**src/rtl/matmul_2x2_seq_ctrl.sv**
```systemverilog
// Sequencing controller for a 2x2 unsigned matrix product.
// One shared EW x EW multiplier, one product per clock, full-precision results.
module matmul_2x2_seq_ctrl #(
  parameter  int EW = 4,
  localparam int CW = 2*EW+1
) (
  input  logic          clk,
  input  logic          rst,
  input  logic          in_valid,
  output logic          in_ready,
  input  logic [4*EW-1:0] a_in,
  input  logic [4*EW-1:0] b_in,
  input  logic          abort,
  output logic          out_valid,
  input  logic          out_ready,
  output logic [4*CW-1:0] c_out,
  output logic          busy
);

  typedef enum logic [1:0] {IDLE, MAC, DONE} state_t;

  state_t               state;
  logic [3:0][EW-1:0]   a_r, b_r;
  logic [3:0][CW-1:0]   c_r;
  logic [2:0]           idx;
  logic [CW-1:0]        acc;
  logic [EW-1:0]        mul_a, mul_b;
  logic [2*EW-1:0]      prod;
  logic [CW-1:0]        sum;

  // idx = {i, j, k}: the product for step idx is a[i][k] * b[k][j].
  always_comb begin
    mul_a = a_r[{idx[2], idx[0]}];
    mul_b = b_r[{idx[0], idx[1]}];
    prod  = mul_a * mul_b;
    sum   = acc + CW'(prod);
  end

  assign c_out = c_r;

  always_ff @(posedge clk or posedge rst) begin
    if (rst) begin
      state     <= IDLE;
      idx       <= '0;
      acc       <= '0;
      a_r       <= '0;
      b_r       <= '0;
      c_r       <= '0;
      out_valid <= 1'b0;
      busy      <= 1'b0;
      in_ready  <= 1'b1;
    end else begin
      case (state)
        IDLE: begin
          if (in_valid) begin
            a_r      <= a_in;
            b_r      <= b_in;
            idx      <= '0;
            state    <= MAC;
            in_ready <= 1'b0;
            busy     <= 1'b1;
          end
        end
        MAC: begin
          // Abort wins over the step scheduled for this cycle.
          if (abort) begin
            state    <= IDLE;
            idx      <= '0;
            in_ready <= 1'b1;
            busy     <= 1'b0;
          end else begin
            if (!idx[0]) acc <= CW'(prod);
            else         c_r[idx[2:1]] <= sum;
            idx <= idx + 3'd1;
            if (idx == 3'd7) begin
              state     <= DONE;
              out_valid <= 1'b1;
            end
          end
        end
        DONE: begin
          if (out_ready) begin
            out_valid <= 1'b0;
            state     <= IDLE;
            in_ready  <= 1'b1;
            busy      <= 1'b0;
          end
        end
        default: state <= IDLE;
      endcase
    end
  end

endmodule

```
**config.mk**
```make
export PLATFORM = sky130hd
export DESIGN_NAME = matmul_2x2_seq_ctrl
export DESIGN_NICKNAME = d
export VERILOG_FILES = /design/src/rtl/matmul_2x2_seq_ctrl.sv
export SDC_FILE = /design/constraint.sdc
export NUM_CORES = 1
export LEC_CHECK = 0
export ABC_AREA = 1
export CAP_MARGIN = 15
export CORE_MARGIN = 2
export CORE_UTILIZATION = 35
export CTS_CLUSTER_SIZE = 25
export DETAILED_ROUTE_END_ITERATION = 12
export PLACE_DENSITY = 0.63
export SYNTH_ARGS = -nofsm -noshare
export SYNTH_HDL_FRONTEND = slang
export SYNTH_SLANG_ARGS = --single-unit
```
**constraint.sdc**
```tcl
create_clock -name clk -period 4.9 [get_ports clk]
set_input_delay 0.98 -clock clk [delete_from_list [all_inputs] [get_ports clk]]
set_output_delay 0.98 -clock clk [all_outputs]
set_load 0.01 [all_outputs]
```
==> results.json <==
{
  "dieWidth_um": 116,
  "cpMostUsedCell": "sky130_fd_sc_hd__nand3_1",
  "top_layer": "met4",
  "die-area_um2": 13500,
  "portion_of_the_post_synthesis_area_used_by_sequential_elements_pct": 47.9,
  "cap_viol_max_count": 0,
  "syn-num-nets": 562,
  "pin_count_of_the_biggest_net_entering_global_routing": 59,
  "worst-setup-path-type": "flop to flop",
  "grt_antenna_before_repair": 0,
  "route.detailed.wl_per_inst_um": 13.6,
  "cp.arrival_ns": 4.67,
  "fin_worst_skew_ns": 0.00784,
  "vias_per_cell": 4.76,
  "hold_violations": 0,
  "placeableCoreArea_um2": 12100,
  "synth-edff-count": 0,
  "clk_root_buffer_cell": "sky130_fd_sc_hd__clkbuf_16",
  "final_net_count": 642,
  "antenna-diode-count": 0,
  "timing_worst_slew_pin_value_ns": 0.662,
  "critical_path_buf_inv_count": 4,
  "placementRows": 40,
  "route.antenna.remaining_nets": 0,
  "timing.final.crit_period_ns": 4.44,
  "final-max-slew-violation-count": 0,
  "areaGrowthSynthToFinish_pct": 29.2,
  "timing.critical_path.required_ns": 5.13,
  "grtUsageTotal_pct": 16.2,
  "worst-path-max-fanout": 13,
  "routabilityCongestion": 0.873,
  "remaining_drc_errors": 0,
  "design_area_um2": 5670,
  "placement.cell_area_um2": 5320,
  "status": "finished clean",
  "cts.repair.resized": 0,
  "dp.final_hpwl_mm": 7.62,
  "layout.cells.non_filler": 747,
  "finalWirelength_mm": 10.2,
  "numPlacedInstances": 730,
  "post_synth_inst_count": 494,
  "clk-insertion-delay-late_ns": 0.34,
  "final_layout_size_suffix_gt1_share_pct": 11.9,
  "post-cts-setup-buffer-count": 0,
  "start_kind": "flop",
  "setup_viol": 0,
  "drt_iter0_drc": 162,
  "max_fclk_mhz": 225,
  "timing.final.crit_share_pct": 90.5,
  "clock-sinks": 84,
  "slew-limit-headroom_pct": 55.4,
  "design.portCount": 76,
  "syn-cell-area_um2": 4390,
  "ctsHoldBuffers": 0,
  "cts_buffer_count": 9,
  "clk_path_buf_depth": 2,
  "drt-met1-wl_mm": 4.70,
  "grt-ovfl-total": 0,
  "synth_cell_type_count": 28,
  "synthesized_area_per_cell_um2": 8.89,
  "cp_slowest_stage_delay_ns": 0.56,
  "postSynth.asyncResetShare_pct": 100,
  "dominantRegCellSynth": "sky130_fd_sc_hd__dfrtp_1",
  "hold_class": "flop to flop",
  "port-buffer-count": 75,
  "clkSlewWorstSetupHoldPaths_ns": 0.07,
  "synth.yosys.warnings": 0,
  "grt_pass1_wl_mm": 17.0,
  "setup.worst_path.end_class": "flop",
  "tns_ns": 0,
  "synth_register_bits": 84,
  "rsz0062_at_grt": "false",
  "cpMaxStageDelayCell": "sky130_fd_sc_hd__dfrtp_1",
  "first_global_vias": 3431,
  "floorplan.die.height_um": 116,
  "wl_met3_um": 552,
  "critical_path.cell_chain": "inv_4 -> nand2_1 -> nand3_1 -> and2_1 -> nand3_1 -> fa_1 -> inv_1 -> fa_1 -> inv_1 -> fa_1 -> o21ai_0 -> xor2_1 -> ha_1 -> nand2_1 -> inv_1 -> a21oi_1 -> nand3_1 -> nand3_1 -> nand2_1",
  "initial_standard_cell_utilization_of_the_core_pct": 36.3,
  "clock_tree.htree_level_count": 3,
  "firstDrtPassIters": 4,
  "clock_tree_from_tritoncts": "done",
  "dr_total_vias": 3554,
  "wl_met2_mm": 4.70,
  "crit_family": "adder cells"
}
## stage by stage
step	hold slack [ns]	util (%)	setup WS [ns]
final	0.472	46.8	0.464
after detailed placement	0.453	43.9	0.349
after floorplan	0.455	-	0.785
after CTS	0.471	46.6	0.343
after global placement	0.450	43.9	0.490
after global routing	0.485	46.8	0.0758
## cell type report
class | count | area, µm²
Clock buffer | 9 | 225
Sequential cell | 84 | 2100
Tap cell | 168 | 210
Inverter | 43 | 175
Timing Repair Buffer | 78 | 793
Clock inverter | 7 | 97.6
Fill cell | 1208 | 6440
Multi-Input combinational cell | 358 | 2070
## worst paths after layout
kind | cells after the start | from | endpoint | slack [ns]
setup / recovery | 19 | idx[1] | c_out[16] | 0.46
hold / removal | 2 | in_ready | in_ready | 0.47
setup reg to reg | 19 | idx[1] | c_out[16] | 0.46
hold reg to reg | 2 | in_ready | in_ready | 0.47
max in group asynchronous | 4 | rst | c_out[1] | 3.11
min in group asynchronous | 2 | rst | b_r[14] | 0.89
## synthesized netlist by cell type, types with 2 or more instances
cell type,instances,area (µm²)
sky130_fd_sc_hd__nor2_1,25,93.8
sky130_fd_sc_hd__fa_1,5,100
sky130_fd_sc_hd__nand3_1,42,210
sky130_fd_sc_hd__xor2_1,4,35.0
sky130_fd_sc_hd__o21ai_1,3,15.0
sky130_fd_sc_hd__a21oi_1,18,90.1
sky130_fd_sc_hd__o211ai_1,2,15.0
sky130_fd_sc_hd__inv_4,5,31.3
sky130_fd_sc_hd__inv_1,31,116
sky130_fd_sc_hd__dfrtp_1,83,2080
sky130_fd_sc_hd__ha_1,26,325
sky130_fd_sc_hd__buf_2,7,35.0
sky130_fd_sc_hd__inv_2,7,26.3
sky130_fd_sc_hd__nor3_4,4,65.1
sky130_fd_sc_hd__nand2_1,181,679
sky130_fd_sc_hd__and2_1,3,18.8
sky130_fd_sc_hd__mux2_2,27,304
sky130_fd_sc_hd__or2_2,2,12.5
sky130_fd_sc_hd__o21ai_0,10,50.1
## layout by cell type (no fill, tap or decap), types with 4 or more instances in the layout
cell,synthesis,final
sky130_fd_sc_hd__a21oi_1,18,18
sky130_fd_sc_hd__clkbuf_16,0,9
sky130_fd_sc_hd__clkdlybuf4s50_1,0,75
sky130_fd_sc_hd__dfrtp_1,83,82
sky130_fd_sc_hd__fa_1,5,5
sky130_fd_sc_hd__ha_1,26,26
sky130_fd_sc_hd__inv_1,31,30
sky130_fd_sc_hd__inv_2,7,7
sky130_fd_sc_hd__inv_4,5,5
sky130_fd_sc_hd__mux2_2,27,27
sky130_fd_sc_hd__nand2_1,181,181
sky130_fd_sc_hd__nand3_1,42,42
sky130_fd_sc_hd__nor2_1,25,25
sky130_fd_sc_hd__nor3_4,4,4
sky130_fd_sc_hd__o21ai_0,10,10
sky130_fd_sc_hd__xor2_1,4,4
## worst register-to-register path, cell delays in order (launching register included)
cell and delay, ns:
sky130_fd_sc_hd__dfrtp_1 0.56, sky130_fd_sc_hd__inv_4 0.24, sky130_fd_sc_hd__nand2_1 0.07, sky130_fd_sc_hd__nand3_1 0.06, sky130_fd_sc_hd__and2_1 0.19, sky130_fd_sc_hd__nand3_1 0.12
sky130_fd_sc_hd__fa_1 0.51, sky130_fd_sc_hd__inv_1 0.06, sky130_fd_sc_hd__fa_1 0.55, sky130_fd_sc_hd__inv_1 0.06, sky130_fd_sc_hd__fa_1 0.46, sky130_fd_sc_hd__o21ai_0 0.23
sky130_fd_sc_hd__xor2_1 0.21, sky130_fd_sc_hd__ha_1 0.31, sky130_fd_sc_hd__nand2_1 0.11, sky130_fd_sc_hd__inv_1 0.04, sky130_fd_sc_hd__a21oi_1 0.19, sky130_fd_sc_hd__nand3_1 0.18
sky130_fd_sc_hd__nand3_1 0.13, sky130_fd_sc_hd__nand2_1 0.06
## sequential cells by signal (all words and copies together) (netlist names)
register and flops:
out_valid 1, idx 3, busy 1, c_out 36, a_r 16, b_r 16
state 2, acc 8, in_ready 1
## routing by layer
layer,track usage (%),vias to the layer above
met5,0,-
met4,4.60,0
met3,5.02,17
met2,26.0,104
met1,21.3,1679
li1,-,1754
## logic make-up after synthesis
kind of cell	synth area share, %
simple gates	25.4
fa+ha+maj	9.69
compound gates	4.05
mux	6.93
flops	47.9
buf+inv	5.02
xor+xnor	0.997
Power is left out: the tool's default activity adds up to more than one toggle a clock period on the data nets, which glitch-free logic cannot reach.
